## config.mk

```make
export PLATFORM = sky130hd
export DESIGN_NAME = write_back_memory_controller
export DESIGN_NICKNAME = d
export VERILOG_FILES = /design/src/rtl/memctl_pkg.sv /design/src/rtl/wb_fifo.sv /design/src/rtl/write_back_memory_controller.sv
export SDC_FILE = /design/constraint.sdc
export NUM_CORES = 1
export LEC_CHECK = 0
export CORE_MARGIN = 2
export CORE_UTILIZATION = 45
export CTS_CLUSTER_SIZE = 24
export DETAILED_ROUTE_END_ITERATION = 6
export PLACE_DENSITY = 0.68
export SETUP_SLACK_MARGIN = 0.3
export SLEW_MARGIN = 20
export SYNTH_ARGS = -nofsm -noshare
export SYNTH_HDL_FRONTEND = slang
export SYNTH_SLANG_ARGS = --single-unit
```

## constraint.sdc

```tcl
create_clock -name clock1 -period 5 [get_ports clock1]
set_input_delay 1 -clock clock1 [delete_from_list [all_inputs] [get_ports clock1]]
set_output_delay 1 -clock clock1 [all_outputs]
set_load 0.1 [all_outputs]
```

## src/rtl/memctl_pkg.sv

```systemverilog
// Shared types and default sizes for the write-back memory controller.
package memctl_pkg;

  localparam int MEMCTL_ADDR_W     = 5;
  localparam int MEMCTL_DATA_W     = 8;
  localparam int MEMCTL_WBUF_DEPTH = 2;
  localparam int MEMCTL_MEM_LAT    = 2;

  typedef enum logic [1:0] {
    IDLE  = 2'd0,
    READ  = 2'd1,
    DRAIN = 2'd2
  } memctl_state_e;

  typedef struct packed {
    logic [MEMCTL_ADDR_W-1:0] tag;
    logic [MEMCTL_DATA_W-1:0] data;
  } wbuf_entry_t;

endpackage

```

## src/rtl/wb_fifo.sv

```systemverilog
// Write-back FIFO: circular buffer of {tag, data} evictions with age-ordered
// parallel views (slot k = k-th oldest entry) for the read tag search.
module wb_fifo
  import memctl_pkg::*;
#(
  parameter int ADDR_W = MEMCTL_ADDR_W,
  parameter int DATA_W = MEMCTL_DATA_W,
  parameter int DEPTH  = MEMCTL_WBUF_DEPTH
) (
  input  logic                     clock1,
  input  logic                     Reset,
  input  logic                     push,
  input  logic [ADDR_W-1:0]        push_tag,
  input  logic [DATA_W-1:0]        push_data,
  input  logic                     pop,
  output logic                     full,
  output logic                     empty,
  output logic [ADDR_W-1:0]        head_tag,
  output logic [DATA_W-1:0]        head_data,
  output logic [DEPTH*ADDR_W-1:0]  age_tags,
  output logic [DEPTH*DATA_W-1:0]  age_data,
  output logic [DEPTH-1:0]         age_valid
);

  localparam int PW = $clog2(DEPTH);
  localparam int CW = $clog2(DEPTH) + 1;

  logic [ADDR_W-1:0] tag_mem_r  [DEPTH];
  logic [DATA_W-1:0] data_mem_r [DEPTH];
  logic [PW-1:0]     wptr_r;
  logic [PW-1:0]     rptr_r;
  logic [CW-1:0]     count_r;
  logic              push_ok_s;
  logic              pop_ok_s;

  assign full      = (count_r == CW'(DEPTH));
  assign empty     = (count_r == {CW{1'b0}});
  assign push_ok_s = push && !full;
  assign pop_ok_s  = pop && !empty;
  assign head_tag  = tag_mem_r[rptr_r];
  assign head_data = data_mem_r[rptr_r];

  // Storage, pointers and occupancy; pointers wrap naturally (power-of-two depth)
  always_ff @(posedge clock1) begin
    if (Reset) begin
      wptr_r  <= {PW{1'b0}};
      rptr_r  <= {PW{1'b0}};
      count_r <= {CW{1'b0}};
      for (int i = 0; i < DEPTH; i++) begin
        tag_mem_r[i]  <= {ADDR_W{1'b0}};
        data_mem_r[i] <= {DATA_W{1'b0}};
      end
    end else begin
      if (push_ok_s) begin
        tag_mem_r[wptr_r]  <= push_tag;
        data_mem_r[wptr_r] <= push_data;
        wptr_r             <= wptr_r + PW'(1);
      end
      if (pop_ok_s) begin
        rptr_r <= rptr_r + PW'(1);
      end
      case ({push_ok_s, pop_ok_s})
        2'b10:   count_r <= count_r + CW'(1);
        2'b01:   count_r <= count_r - CW'(1);
        default: count_r <= count_r;
      endcase
    end
  end

  // Age-ordered views of the buffer for the forwarding / hazard search
  always_comb begin
    age_tags  = {(DEPTH*ADDR_W){1'b0}};
    age_data  = {(DEPTH*DATA_W){1'b0}};
    age_valid = {DEPTH{1'b0}};
    for (int k = 0; k < DEPTH; k++) begin
      age_tags[k*ADDR_W +: ADDR_W] = tag_mem_r[rptr_r + PW'(k)];
      age_data[k*DATA_W +: DATA_W] = data_mem_r[rptr_r + PW'(k)];
      age_valid[k]                 = (CW'(k) < count_r);
    end
  end

endmodule

```

## src/rtl/write_back_memory_controller.sv

```systemverilog
// Backing-memory stage behind the cache: buffers evictions, serves fills.
// Define MEMCTL_FORWARD_EN to forward fills from buffered evictions.
module write_back_memory_controller
  import memctl_pkg::*;
#(
  parameter int ADDR_W     = MEMCTL_ADDR_W,
  parameter int DATA_W     = MEMCTL_DATA_W,
  parameter int WBUF_DEPTH = MEMCTL_WBUF_DEPTH,
  parameter int MEM_LAT    = MEMCTL_MEM_LAT
) (
  input  logic              clock1,
  input  logic              Reset,
  input  logic              wr_req,
  input  logic [ADDR_W-1:0] wr_tag,
  input  logic [DATA_W-1:0] wr_data,
  output logic              wr_ready,
  input  logic              rd_req,
  input  logic [ADDR_W-1:0] rd_tag,
  output logic              rd_ready,
  output logic [DATA_W-1:0] rd_data,
  output logic              rd_valid,
  output logic              busy
);

  localparam int MEM_WORDS = 1 << ADDR_W;
  localparam int LW        = (MEM_LAT > 1) ? $clog2(MEM_LAT) : 1;
  localparam logic [LW-1:0] LAT_LAST = LW'(MEM_LAT - 1);

`ifdef MEMCTL_FORWARD_EN
  localparam bit FWD_EN = 1'b1;
`else
  localparam bit FWD_EN = 1'b0;
`endif

  memctl_state_e state_r;
  memctl_state_e state_nxt_s;
  logic [LW-1:0] lat_cnt_r;
  logic          lat_last_s;

  logic [DATA_W-1:0] mem_r [MEM_WORDS];

  logic [ADDR_W-1:0] tag_r;
  logic              fwd_r;
  logic [DATA_W-1:0] fwd_data_r;
  logic              rd_ready_r;
  logic              rd_valid_r;
  logic [DATA_W-1:0] rd_data_r;

  logic              wr_acc_s;
  logic              rd_acc_s;
  logic [ADDR_W-1:0] pend_tag_s;
  logic              match_any_s;
  logic [DATA_W-1:0] fwd_data_s;
  logic              fwd_hit_s;
  logic              blocked_s;
  logic              pend_mem_s;
  logic              read_go_s;
  logic              pop_s;
  logic              rd_done_s;

  logic                         fifo_full_s;
  logic                         fifo_empty_s;
  logic [ADDR_W-1:0]            head_tag_s;
  logic [DATA_W-1:0]            head_data_s;
  logic [WBUF_DEPTH*ADDR_W-1:0] age_tags_s;
  logic [WBUF_DEPTH*DATA_W-1:0] age_data_s;
  logic [WBUF_DEPTH-1:0]        age_valid_s;

  wb_fifo #(
    .ADDR_W (ADDR_W),
    .DATA_W (DATA_W),
    .DEPTH  (WBUF_DEPTH)
  ) u_wb_fifo (
    .clock1    (clock1),
    .Reset     (Reset),
    .push      (wr_acc_s),
    .push_tag  (wr_tag),
    .push_data (wr_data),
    .pop       (pop_s),
    .full      (fifo_full_s),
    .empty     (fifo_empty_s),
    .head_tag  (head_tag_s),
    .head_data (head_data_s),
    .age_tags  (age_tags_s),
    .age_data  (age_data_s),
    .age_valid (age_valid_s)
  );

  assign wr_acc_s   = wr_req && !fifo_full_s;
  assign rd_acc_s   = rd_req && rd_ready_r;
  assign pend_tag_s = rd_acc_s ? rd_tag : tag_r;
  assign lat_last_s = (lat_cnt_r == LAT_LAST);

  assign wr_ready = !fifo_full_s;
  assign rd_ready = rd_ready_r;
  assign rd_valid = rd_valid_r;
  assign rd_data  = rd_data_r;
  assign busy     = (state_r != IDLE) || !fifo_empty_s;

  // Buffer search, oldest to newest so the newest match (incl. a same-edge push) wins
  always_comb begin
    match_any_s = 1'b0;
    fwd_data_s  = {DATA_W{1'b0}};
    for (int k = 0; k < WBUF_DEPTH; k++) begin
      match_any_s = (age_valid_s[k] && (age_tags_s[k*ADDR_W +: ADDR_W] == pend_tag_s))
                    ? 1'b1 : match_any_s;
      fwd_data_s  = (age_valid_s[k] && (age_tags_s[k*ADDR_W +: ADDR_W] == pend_tag_s))
                    ? age_data_s[k*DATA_W +: DATA_W] : fwd_data_s;
    end
    match_any_s = (wr_acc_s && (wr_tag == pend_tag_s)) ? 1'b1 : match_any_s;
    fwd_data_s  = (wr_acc_s && (wr_tag == pend_tag_s)) ? wr_data : fwd_data_s;
  end

  // Without forwarding, a read aliasing a buffered eviction must wait for the buffer to empty
  assign fwd_hit_s  = FWD_EN && rd_acc_s && match_any_s;
  assign blocked_s  = !FWD_EN && match_any_s;
  assign pend_mem_s = (rd_acc_s && !fwd_hit_s) || (!rd_ready_r && !fwd_r);
  assign read_go_s  = pend_mem_s && !blocked_s;

  // Next-state and per-state strobes
  always_comb begin
    state_nxt_s = state_r;
    pop_s       = 1'b0;
    rd_done_s   = 1'b0;
    case (state_r)
      IDLE: begin
        if (read_go_s) begin
          state_nxt_s = READ;
        end else if (!fifo_empty_s) begin
          state_nxt_s = DRAIN;
        end else begin
          state_nxt_s = IDLE;
        end
      end
      READ: begin
        if (lat_last_s) begin
          state_nxt_s = IDLE;
          rd_done_s   = 1'b1;
        end else begin
          state_nxt_s = READ;
        end
      end
      DRAIN: begin
        if (lat_last_s) begin
          state_nxt_s = IDLE;
          pop_s       = 1'b1;
        end else begin
          state_nxt_s = DRAIN;
        end
      end
      default: begin
        state_nxt_s = IDLE;
      end
    endcase
  end

  // State register and access-latency counter
  always_ff @(posedge clock1) begin
    if (Reset) begin
      state_r   <= IDLE;
      lat_cnt_r <= {LW{1'b0}};
    end else begin
      state_r <= state_nxt_s;
      if ((state_r == IDLE) || lat_last_s) begin
        lat_cnt_r <= {LW{1'b0}};
      end else begin
        lat_cnt_r <= lat_cnt_r + LW'(1);
      end
    end
  end

  // Fill request bookkeeping and registered read response
  always_ff @(posedge clock1) begin
    if (Reset) begin
      tag_r      <= {ADDR_W{1'b0}};
      fwd_r      <= 1'b0;
      fwd_data_r <= {DATA_W{1'b0}};
      rd_ready_r <= 1'b1;
      rd_valid_r <= 1'b0;
      rd_data_r  <= {DATA_W{1'b0}};
    end else begin
      rd_valid_r <= 1'b0;
      if (rd_acc_s) begin
        tag_r      <= rd_tag;
        fwd_r      <= fwd_hit_s;
        fwd_data_r <= fwd_data_s;
        rd_ready_r <= 1'b0;
      end else if (fwd_r) begin
        fwd_r      <= 1'b0;
        rd_ready_r <= 1'b1;
        rd_valid_r <= 1'b1;
        rd_data_r  <= fwd_data_r;
      end else if (rd_done_s) begin
        rd_ready_r <= 1'b1;
        rd_valid_r <= 1'b1;
        rd_data_r  <= mem_r[tag_r];
      end
    end
  end

  // Backing memory: identity image on reset, head entry committed on each pop
  always_ff @(posedge clock1) begin
    if (Reset) begin
      for (int i = 0; i < MEM_WORDS; i++) begin
        mem_r[i] <= DATA_W'(i);
      end
    end else if (pop_s) begin
      mem_r[head_tag_s] <= head_data_s;
    end
  end

endmodule

```

### Word level (Yosys, flattened, before mapping)

Memory sizes are Yosys's and may differ from the RTL's. A register that Yosys moved wholly into a read port is not among the register bits.
Index checks and enable logic that the tools add are counted.

| operators by class | value |
|---|---|
| add/sub/neg operators | 5 |
| multipliers | 0 |
| div/mod/pow operators | 0 |
| order comparisons | 2 |
| eq/ne operators | 8 |
| shift operators | 0 |
| mux-type cells | 37 |
| bitwise logic cells | 1 |
| reduce and logical (&&, ||, !) cells | 26 |

Operator list:

| kind | number |
|---|---|
| 1-bit 2-to-1 mux | 27 |
| 8-bit 2-to-1 mux | 2 |
| 8-bit OR reduction | 2 |
| 5-bit == test | 3 |
| 5-bit 2-to-1 mux | 3 |
| 1-bit logical AND | 8 |
| 2-bit == test (second input constant) | 3 |
| 2-bit 2-to-1 mux | 3 |
| 2-bit case mux with 3 select lines | 1 |
| 2-bit nonzero test | 3 |
| 5-bit OR reduction | 1 |
| 2-bit by 1-bit == test with 1-bit output (second input constant) | 2 |
| 1-bit zero test | 4 |
| 2-bit zero test | 2 |
| 1-bit by 2-bit less-than comparator with 1-bit output (first input constant) | 2 |
| 2-bit case mux with 2 select lines | 1 |
| 2-bit OR reduction | 2 |
| 1-bit adder (second input constant) | 3 |
| 1-bit logical OR | 3 |
| 2-bit by 1-bit adder with 2-bit output (second input constant) | 1 |
| 2-bit AND reduction | 1 |
| 2-bit by 1-bit subtractor with 2-bit output (second input constant) | 1 |
| 1-bit inverter | 1 |

| storage, ports and cells | value |
|---|---|
| flip-flop bits (word level) | 14 |
| bits in latches | 0 |
| bits in writable memories | 282 |
| bits in read-only memories | 0 |
| bits of input ports | 22 |
| memories | 3 |

Memories:

| name | words | bits a word | rd ports | clocked after Yosys merged registers in | wr ports | RTL line | text |
|---|---|---|---|---|---|---|---|
| mem_r | 32 | 8 | 1 | 1 | 32 | write_back_memory_controller.sv:40 | `logic [DATA_W-1:0] mem_r [MEM_WORDS];` |
| u_wb_fifo.data_mem_r | 2 | 8 | 1 | 1 | 2 | wb_fifo.sv:29 | `logic [DATA_W-1:0] data_mem_r [DEPTH];` |
| u_wb_fifo.tag_mem_r | 2 | 5 | 2 | 1 | 2 | wb_fifo.sv:28 | `logic [ADDR_W-1:0] tag_mem_r [DEPTH];` |

### Depth between registers and ports, before layout

Gate-level depths: netlist of run 1.

| logic depth | value |
|---|---|
| word-level depth | 11 |
| depth in mapped cells | 8 |
| depth with buffers taken out | 8 |

### Cells and area by module

Synthesis of run 1 repeated with hierarchy kept, for this count alone.

| second synthesis, totals | value |
|---|---|
| cells, all modules | 1034 |
| area total of the unflattened synthesis | 14612.8 um^2 |

Modules (own cells, without submodules):

| module | instances | cells an instance | area an instance (um^2) | seq. area each (um^2) |
|---|---|---|---|---|
| write_back_memory_controller | 1 | 892 | 12914.9 | 8047.7 |
| wb_fifo | 1 | 142 | 1697.9 | 880.8 |

### Worst setup path before layout of run 1

No wires, ideal clock.

| timing path | value |
|---|---|
| kind | input-to-reg |
| from | input port Reset |
| to | memory mem_r[26][0] (netlist name), enable pin |
| data arrival time | 2.491 ns |
| setup slack | 2.174 ns |
| stages | 8 |
| buffers on the path | 3 |
| path through | clkbuf_1 -> or3_1 -> nor2_1 -> and2_1 -> buf_2 -> buf_2 -> nand2_1 -> nand2b_1 |

RTL lines:

| element | RTL line | text |
|---|---|---|
| start, declared | write_back_memory_controller.sv:12 | `input logic Reset,` |
| end, declared | write_back_memory_controller.sv:40 |  |

### Worst setup path in the final report of run 1

| timing path | value |
|---|---|
| from | register u_wb_fifo.count_r[0] |
| to | output port busy |

| between the ends | value |
|---|---|
| longest elaborated chain between the ends | 3 |

Ends and longest elaborated chain:

| element | RTL line | text |
|---|---|---|
| start, declared | wb_fifo.sv:32 | `logic [CW-1:0] count_r;` |
| start signal, assigned | wb_fifo.sv:48 | `count_r <= {CW{1'b0}};` |
| start signal, assigned | wb_fifo.sv:63 | `2'b10: count_r <= count_r + CW'(1);` |
| start signal, assigned | wb_fifo.sv:64 | `2'b01: count_r <= count_r - CW'(1);` |
| 2-bit zero test | wb_fifo.sv:37 | `assign empty = (count_r == {CW{1'b0}});` |
| 1-bit zero test | write_back_memory_controller.sv:98 | `assign busy = (state_r != IDLE) \|\| !fifo_empty_s;` |
| 1-bit logical OR | write_back_memory_controller.sv:98 |  |
| end, declared | write_back_memory_controller.sv:22 | `output logic busy` |

Every way passes these cells.

==> out/qor.yml, run 1 <==
run_status:
  status: "finished clean"
place:
  dpl.hpwl_um: 21700
  dp_slack_ns: 1.62
  place_congestion: 0.818
  portBuffers: 33
die:
  start_util_pct: 46.0
  rows: 63
  die_w_um: 178
  die_h_um: 178
  coreArea_um2: 29800
  fp.dieArea_um2: 31800
  floorplan.io_pins: 34
clock_network:
  cts_setup_buffers: 0
  htree_levels: 2
  clock_latency_ns: 0.52
  cts_tree: "built"
  root_buffer: "clkbuf_16"
  holdBufCountCts: 0
  clk_transition_reported_paths_ns: 0.06
  max-clock-path-buffers: 3
  cts.sinks: 305
  cts_buffers: 34
  cts_resized: 0
timing:
  worstMarginPinSlew_ns: 0.990
  hold_violations: 0
  fin_crit_sh_pct: 70.1
  setup_viol: 0
  fin_hold_ws_ns: 0.472
  fin_ws_ns: 1.50
  min_period_ns: 3.50
  setup_tns_ns: 0
  relSlewSlack_pct: 33.8
  slew_viol_final: 0
  skew_ns: 0.0235
  rsz0062_at_grt: "false"
  timing.fmax_ghz: 0.285
setup_path:
  cp_max_fo: 4
  cp-end-kind: "output port"
  cpLargestDelayFamily: "buffers and inverters"
  critPathMaxStageDelay_ns: 1.15
  cp.arrival_ns: 2.50
  r2r_setup_slack_ns: 1.86
  critical_path_class: "reg2out"
  crit_slowest_cell: "clkdlybuf4s50_1"
  cp.required_ns: 4.00
  startpoint_type: "register"
  crit_buf_inv: 2
  crit_chain: "inv_1, ha_1, nand2_1, clkdlybuf4s50_1"
synthesis:
  synth_area_leader_cell: "edfxtp_1"
  synth_cells: 993
  ys_seq_area_share_pct: 65.2
  yosysUniqueCellTypes: 46
  synth_ff_type: "edfxtp_1"
  syn_area_um2: 13700
  synthTopCellsByCount: "edfxtp_1, nor2_1, nand2_1"
  syn-num-nets: 1019
  synth_edf_count: 282
  yosysWarnings: 0
  synth-seq-cells: 305
  async_flop_share_pct: 0
  yosysTopAreaCellShare_pct: 61.8
  syn_avg_cell_area_um2: 13.8
  synth_most_common_cell: "edfxtp_1"
  synth.area.top_cells: "edfxtp_1, mux4_2, nor2_1, dfxtp_1, nand2_1"
power_and_ir_drop:
  power_per_cell_area_nw_per_um2: 386
  total_power_mw: 6.04
  ir_drop_uv: 198
  leakage_nw: 4.84
drt:
  drtIter0Drc: 931
  highest_layer: "met4"
  via_per_inst: 5.82
  met1Wirelength_um: 13700
  ant_nets: 0
  wl_um: 33600
  detail_route.wl_per_cell_um: 23.4
  wl_met2_um: 15300
  drc: 0
  drtPass1Iterations: 5
  routed-wl-met3_um: 3460
  vias: 8364
layout:
  n_antenna_cell: 0
  finalNetCount: 1046
  area_growth_pct: 14.2
  drive_gt1_share_pct: 16.2
  fillers: 2466
global_routing:
  antenna_found_initial: 0
  grt_usage_pct: 21.9
  globalRouteOverflowTotal: 0
  grt_max_degree: 65
  grt_pass1_vias: 8330
  grt_pass1_wl_um: 50700
flow_run:
  max-cap-violations: 0
min_path:
  hold_class: "reg2reg"
worst min-delay path: cells and delay by family (launching register included):
kind             cells  cell delay, ns
flip-flops           1            0.32
AO/OA/AOI/OAI        1            0.05
AND/OR/NAND/NOR      1            0.05
power breakdown:
part	switching [mW]	internal (mW)
combinational	0.415	0.201
sequential	0.0650	2.87
clock	0.971	1.52
state kept, by name (all words and copies together) (netlist names), 2 cells and up, named ones only:
register              cells
u_wb_fifo.data_mem_r     16
rd_data                   8
u_wb_fifo.count_r         2
state_r                   2
mem_r                   256
u_wb_fifo.tag_mem_r      10
tag_r                     5
final timing paths:
path | from | endpoint | depth (start not counted)
worst max-delay path | u_wb_fifo.count_r[0]$_SDFFE_PP0P_ | busy | 4
worst min-delay path | rd_data[6]$_SDFFE_PP0P_ | rd_data[6]$_SDFFE_PP0P_ | 2
worst max register to register | register | mem_r[18][2]$_SDFFCE_PN0P_ | 6
worst min register to register | rd_data[6]$_SDFFE_PP0P_ | rd_data[6]$_SDFFE_PP0P_ | 2
metrics by stage:
step | utilization (%) | instance area (µm²) | cells
6_report | 52.5 | 15600 | 1436
5_1_grt | 52.5 | 15600 | 1436
4_1_cts | 52.5 | 15600 | 1436
3_5_place_dp | 48.7 | 14500 | 1374
3_3_place_gp | 48.7 | 14500 | 1374
2_1_floorplan | - | 13700 | 993
cell type report:
| class | count | area, µm² | share of cell area, % |
|---|---|---|---|
| clock buffers | 47 | 1010 | 6.48 |
| clock inverters | 15 | 120 | 0.768 |
| inverters | 7 | 26.3 | 0.168 |
| multi-input cells | 618 | 4570 | 29.2 |
| flip-flops and latches | 305 | 8930 | 57.1 |
| well taps | 390 | 488 | 3.12 |
| repair buffers | 54 | 495 | 3.17 |
cells in the final DEF (no fill, tap or decap), drive strengths merged, types with 4 or more instances in the layout:
cell             n
dfxtp           23
o41ai            7
edfxtp         282
ha               4
mux4            74
xor2             7
xnor2            9
and3             4
and2            27
inv              7
a211oi           7
nor3            14
clkbuf          47
nand3           26
a2111oi          7
nand2b          36
o21ai            6
nand2          108
mux2i           22
clkinv          13
buf             22
nor2           216
nor2b           18
clkdlybuf4s50   32
kinds of logic (layout without fill, tap and decap cells):
kind of cell    after synthesis  after routing  synth area share [%]
compound gates               37             37                  2.07
fa+ha+maj                     4              4                 0.366
simple gates                464            464                  15.1
buf+inv                      70            123                  2.22
flops                       305            305                  65.2
mux                          97             97                  14.0
xor+xnor                     16             16                  1.02
routing by layer:
metal / track usage (%) / vias to the layer above
met5: 0 / -
met4: 8.47 / 0
met3: 5.14 / 74
met2: 32.8 / 508
met1: 31.3 / 4083
li1: - / 3699
Power figures use the tool's default switching activity.
==> inputs of run 2 (changes only) <==
==> constraint.sdc (replaced) <==
create_clock -name clock1 -period 3.5 [get_ports clock1]
set_input_delay 0.7 -clock clock1 [delete_from_list [all_inputs] [get_ports clock1]]
set_output_delay 0.7 -clock clock1 [all_outputs]
set_load 0.1 [all_outputs]
==> out/qor.yml, run 2 (synthesized netlist as in run 1, its figures left out) <==
timing:
  slew_viol_final: 0  # unchanged
  setup_viol: 0  # unchanged
  min_period_ns: 2.78
  fin_hold_ws_ns: 0.448  # -0.0241 ns
  timing.fmax_ghz: 0.360
  worstMarginPinSlew_ns: 1.16  # +0.166 ns
  hold_violations: 0  # unchanged
  skew_ns: 0.0154  # -0.00811 ns
  setup_tns_ns: 0  # unchanged
  fin_crit_sh_pct: 79.4
  rsz0062_at_grt: "false"
  relSlewSlack_pct: 21.3  # -12 points
drt:
  drc: 0  # unchanged
  drtPass1Iterations: 6  # +1
  detail_route.wl_per_cell_um: 23.0  # -1.5%
  wl_um: 33300  # -0.74%
  ant_nets: 0  # unchanged
  drtIter0Drc: 1025  # +10%
  via_per_inst: 5.80  # -0.36%
  vias: 8398  # +0.41%
setup_path:
  critical_path_class: "reg2out"
  cp_max_fo: 2  # -2
  r2r_setup_slack_ns: 0.74  # -1.12 ns
  cpLargestDelayFamily: "buffers and inverters"
  reg2regPathDepth: 4  # -2
  crit_buf_inv: 1  # -1
  crit_chain: "clkdlybuf4s50_1"
  cp.depth: 1  # -3
  crit_slowest_cell: "clkdlybuf4s50_1"
  cp-end-kind: "output port"
  critPathMaxStageDelay_ns: 1.16  # about the same
  cp.required_ns: 2.80  # -1.20 ns
  cp.arrival_ns: 2.08  # -0.42 ns
  startpoint_type: "register"
place:
  dpl.hpwl_um: 22300  # +2.7%
  portBuffers: 33  # unchanged
  place_congestion: 0.827  # +1.1%
  place_area_um2: 14600  # +0.66%
clock_network:
  cts_buffers: 34  # unchanged
  htree_levels: 2  # unchanged
  root_buffer: "clkbuf_16"
  clock_latency_ns: 0.51  # about the same
  cts_setup_buffers: 0  # unchanged
  holdBufCountCts: 0  # unchanged
  cts.sinks: 305  # unchanged
  cts_tree: "built"
  clk_transition_reported_paths_ns: 0.06  # about the same
  cts_resized: 0  # unchanged
  max-clock-path-buffers: 3  # unchanged
layout:
  finalNetCount: 1059  # +1.2%
  most-common-layout-cells: "edfxtp_1, nor2_1, nand2_1"
  n_antenna_cell: 0  # unchanged
  drive_gt1_share_pct: 17.2  # +1.1 points
  largestRegisters: "mem_r: 256 flops, u_wb_fifo.data_mem_r: 16 flops, u_wb_fifo.tag_mem_r: 10 flops"
  fin_area_um2: 15700  # +0.41%
  largest_reg_flops: 256  # unchanged
  area_growth_pct: 14.7
  top_register: "mem_r"
  fillers: 2468  # +0.081%
  final_common_cell: "edfxtp_1"
global_routing:
  grt_pass1_vias: 8446  # +1.4%
  grt_usage_pct: 21.6  # -0.32 points
  grt_pass1_wl_um: 50600  # about the same
  antenna_found_initial: 1  # +1
  globalRouteOverflowTotal: 0  # unchanged
  grt_max_degree: 54  # -17%
power_and_ir_drop:
  total_power_mw: 8.60  # +42%
  leakage_nw: 4.89  # +1.1%
  power_per_cell_area_nw_per_um2: 548  # +42%
  ir_drop_uv: 332  # +68%
flow_run:
  max-cap-violations: 0  # unchanged
run_status:
  status: "finished clean"
die:
  die_h_um: 178  # unchanged
  fp.dieArea_um2: 31800  # unchanged
  floorplan.io_pins: 34  # unchanged
  start_util_pct: 46.0  # unchanged
  die_w_um: 178  # unchanged
  rows: 63  # unchanged
  coreArea_um2: 29800  # unchanged
min_path:
  hold_class: "reg2reg"
  hold_depth: 2  # unchanged
-- run 2: cell types whose count changed in the layout (fill, tap and decap cells not counted) --
| cell | change |
|---|---|
| inv_6 | -1 |
| clkdlybuf4s50_1 | -6 |
| nor3_2 | -1 |
| buf_12 | +1 |
| clkbuf_8 | -1 |
| clkinv_2 | -3 |
| buf_4 | +18 |
| clkinv_1 | +1 |
| nor3_1 | +1 |
| clkbuf_1 | +2 |
-- run 2: layout make-up --
type	instances	area, µm²	area share [%]
Clock buffer	48	1010	6.41
Clock inverter	12	100	0.637
Inverter	7	26.3	0.167
Multi-Input combinational cell	618	4560	29.0
Sequential cell	305	8930	56.9
Tap cell	390	488	3.11
Timing Repair Buffer	67	591	3.76
-- run 2: worst paths after layout --
path	from	endpoint
max	rd_data[1]$_SDFFE_PP0P_	rd_data[1]
max reg2reg	register	mem_r[27][5]$_SDFFCE_PN0P_
min reg2reg	rd_data[4]$_SDFFE_PP0P_	rd_data[4]$_SDFFE_PP0P_
min	rd_data[4]$_SDFFE_PP0P_	rd_data[4]$_SDFFE_PP0P_
-- run 2: per-layer routing --
layer | up-vias | wire (µm) | global-route usage, %
met1 | 4202 | 13500 | 30.1
met4 | 2 | 775 | 6.61
li1 | 3729 | - | -
met3 | 54 | 3280 | 4.60
met2 | 411 | 15700 | 34.3
met5 | - | 13 | 0
-- run 2: through the flow --
step / util, % / cells / setup WS, ns
after CTS: 52.7 / 1447 / 0.730
final: 52.7 / 1447 / 0.722
after floorplan: - / 993 / 0.860
after detailed placement: 49.0 / 1387 / 0.662
after global routing: 52.7 / 1447 / 0.582
after global placement: 49.0 / 1387 / 0.717
-- run 2: power breakdown --
group | switching (mW) | total (mW) | internal [mW]
Clock | 1.38 | 3.53 | 2.14
Sequential | 0.104 | 4.20 | 4.10
Combinational | 0.571 | 0.872 | 0.301
==> inputs of run 3 (changes only) <==
==> constraint.sdc (replaced) <==
create_clock -name clock1 -period 2.9 [get_ports clock1]
set_input_delay 0.58 -clock clock1 [delete_from_list [all_inputs] [get_ports clock1]]
set_output_delay 0.58 -clock clock1 [all_outputs]
set_load 0.1 [all_outputs]
==> out/qor.yml, run 3 (synthesized netlist as in run 1, its figures left out) <==
drt:
  via_per_inst: 5.78  # -0.44%
  vias: 8396  # -0.024%
  ant_nets: 0  # unchanged
  detail_route.wl_per_cell_um: 23.0  # -0.28%
  drtIter0Drc: 989  # -3.5%
  drtPass1Iterations: 5  # -1
  wl_um: 33400  # +0.13%
  drc: 0  # unchanged
setup_path:
  worstSetupEndpoint: "rd_data[4]$_SDFFE_PP0P_"
  r2r_setup_slack_ns: 0.42  # -0.32 ns
  critPathMaxStageDelay_ns: 0.63  # -0.53 ns
  cp.depth: 5  # +4
  critical_path_class: "reg2reg"
  cp-end-kind: "register"
  crit_top_cell: "mux4_2"
  r2r_end: "rd_data[4]$_SDFFE_PP0P_"
  reg2regPathDepth: 5  # +1
  crit_chain: "buf_12, mux4_2, mux4_2, mux2i_1, o21ai_1"
  cp.arrival_ns: 2.94  # +0.86 ns
  r2r-start: "tag_r[0]$_SDFF_PP0_"
  crit_slowest_cell: "dfxtp_4"
  startpoint_type: "register"
  cpLargestDelayFamily: "multiplexers"
  crit_buf_inv: 1  # unchanged
  cp.required_ns: 3.36  # +0.56 ns
  cp_max_fo: 23  # +21
  worstSetupStartpoint: "tag_r[0]$_SDFF_PP0_"
global_routing:
  antenna_found_initial: 0  # -1
  grt_pass1_vias: 8435  # -0.13%
  globalRouteOverflowTotal: 0  # unchanged
  grt_max_degree: 54  # unchanged
  grt_usage_pct: 21.6  # +0.040 points
  grt_pass1_wl_um: 51000  # +0.65%
timing:
  skew_ns: 0.0268  # +0.0114 ns
  slew_viol_final: 0  # unchanged
  rsz0062_at_grt: "false"
  fin_ws_ns: 0.417  # -0.304 ns
  setup_viol: 0  # unchanged
  timing.fmax_ghz: 0.403
  setup_tns_ns: 0  # unchanged
  relSlewSlack_pct: 34.7  # +13 points
  worstMarginPinSlew_ns: 0.973  # -0.183 ns
  min_period_ns: 2.48
  fin_crit_sh_pct: 85.6
  hold_violations: 0  # unchanged
power_and_ir_drop:
  power_frac_clock_pct: 39.9  # -1.1 points
  pwr-share-comb_pct: 10.7  # +0.6 points
  power_per_cell_area_nw_per_um2: 647  # +18%
  switching_power_mw: 2.46  # +20%
  leakage_nw: 4.93  # +0.79%
  p_seq_share_pct: 49.4  # +0.6 points
  total_power_mw: 10.2  # +19%
  p_int_mw: 7.75  # +18%
  ir_drop_uv: 452  # +36%
  swShare_pct: 24.1  # +0.17 points
die:
  start_util_pct: 46.0  # unchanged
  die_w_um: 178  # unchanged
  coreArea_um2: 29800  # unchanged
  fp.dieArea_um2: 31800  # unchanged
  die_h_um: 178  # unchanged
  rows: 63  # unchanged
  floorplan.io_pins: 34  # unchanged
clock_network:
  clk_transition_reported_paths_ns: 0.06  # about the same
  htree_levels: 1  # -1
  holdBufCountCts: 0  # unchanged
  cts_resized: 3  # +3
  clock_latency_ns: 0.58  # +0.07 ns
  cts_setup_buffers: 0  # unchanged
  max-clock-path-buffers: 3  # unchanged
  cts.sinks: 305  # unchanged
  cts_buffers: 31  # -8.8%
  root_buffer: "clkbuf_16"
  cts_tree: "built"
layout:
  n_antenna_cell: 0  # unchanged
  largestRegisters: "mem_r: 256 flops, u_wb_fifo.data_mem_r: 16 flops, u_wb_fifo.tag_mem_r: 10 flops"
  finalNetCount: 1066  # +0.66%
  final_cells: 1453  # +0.41%
  top_register: "mem_r"
  final_common_cell: "edfxtp_1"
  most-common-layout-cells: "edfxtp_1, nor2_1, nand2_1"
  fillers: 2462  # -0.24%
  area_growth_pct: 15.2
  drive_gt1_share_pct: 19.6  # +2.3 points
  largest_reg_flops: 256  # unchanged
place:
  dpl.hpwl_um: 22100  # -1.0%
  portBuffers: 33  # unchanged
  dp.cells: 1397  # +0.72%
  place_congestion: 0.842  # +1.9%
  dp_slack_ns: 0.137  # -0.525 ns
run_status:
  status: "finished clean"
flow_run:
  max-cap-violations: 0  # unchanged
min_path:
  hold_depth: 2  # unchanged
  hold_class: "reg2reg"
==> run 3: worst min path at each step <==
stage,from,end
5_1_grt,rd_data[4]$_SDFFE_PP0P_,rd_data[4]$_SDFFE_PP0P_
6_report,rd_data[6]$_SDFFE_PP0P_,rd_data[6]$_SDFFE_PP0P_
3_3_place_gp,rd_data[4]$_SDFFE_PP0P_,rd_data[4]$_SDFFE_PP0P_
2_1_floorplan,lat_cnt_r$_SDFF_PP0_,lat_cnt_r$_SDFF_PP0_
4_1_cts,rd_data[6]$_SDFFE_PP0P_,rd_data[6]$_SDFFE_PP0P_
3_5_place_dp,rd_data[6]$_SDFFE_PP0P_,rd_data[6]$_SDFFE_PP0P_
==> run 3: power groups by stage <==
stage / logic (mW) / clock network [mW] / registers (mW)
floorplan: 0.681 / 0 / 5.11
global placement: 1.07 / 0 / 5.13
detailed placement: 1.09 / 0 / 5.14
CTS: 1.09 / 4.14 / 5.04
global route: 1.16 / 4.29 / 5.06
finish: 1.09 / 4.07 / 5.04
==> run 3: cell type report <==
type                            instances  area, µm²  share of cell area [%]
Clock buffer                           41        863                    5.47
Clock inverter                         15        179                    1.13
Inverter                                7       26.3                   0.167
Multi-Input combinational cell        618       4600                    29.1
Sequential cell                       305       8930                    56.6
Tap cell                              390        488                    3.09
Timing Repair Buffer                   77        688                    4.36
==> run 3: routing by layer <==
layer	vias to the layer above	global-route usage [%]	routed length [µm]
met5	-	0	0
met4	0	6.20	895
met3	55	3.50	2990
met2	415	34.4	15600
met1	4184	31.1	13800
li1	3742	-	-
==> run 3: tightest hold or removal path: stages (launching register included) <==
cell and delay (ns):
dfxtp_1 0.32, nand2_1 0.05, o21ai_1 0.05
==> run 3: through the flow <==
stage / instance area, µm² / hold WS [ns] / util, %
2_1_floorplan: 13700 / 0.480 / -
3_3_place_gp: 14700 / 0.456 / 49.3
3_5_place_dp: 14700 / 0.467 / 49.3
4_1_cts: 15800 / 0.475 / 52.9
5_1_grt: 15800 / 0.493 / 52.9
6_report: 15800 / 0.466 / 52.9
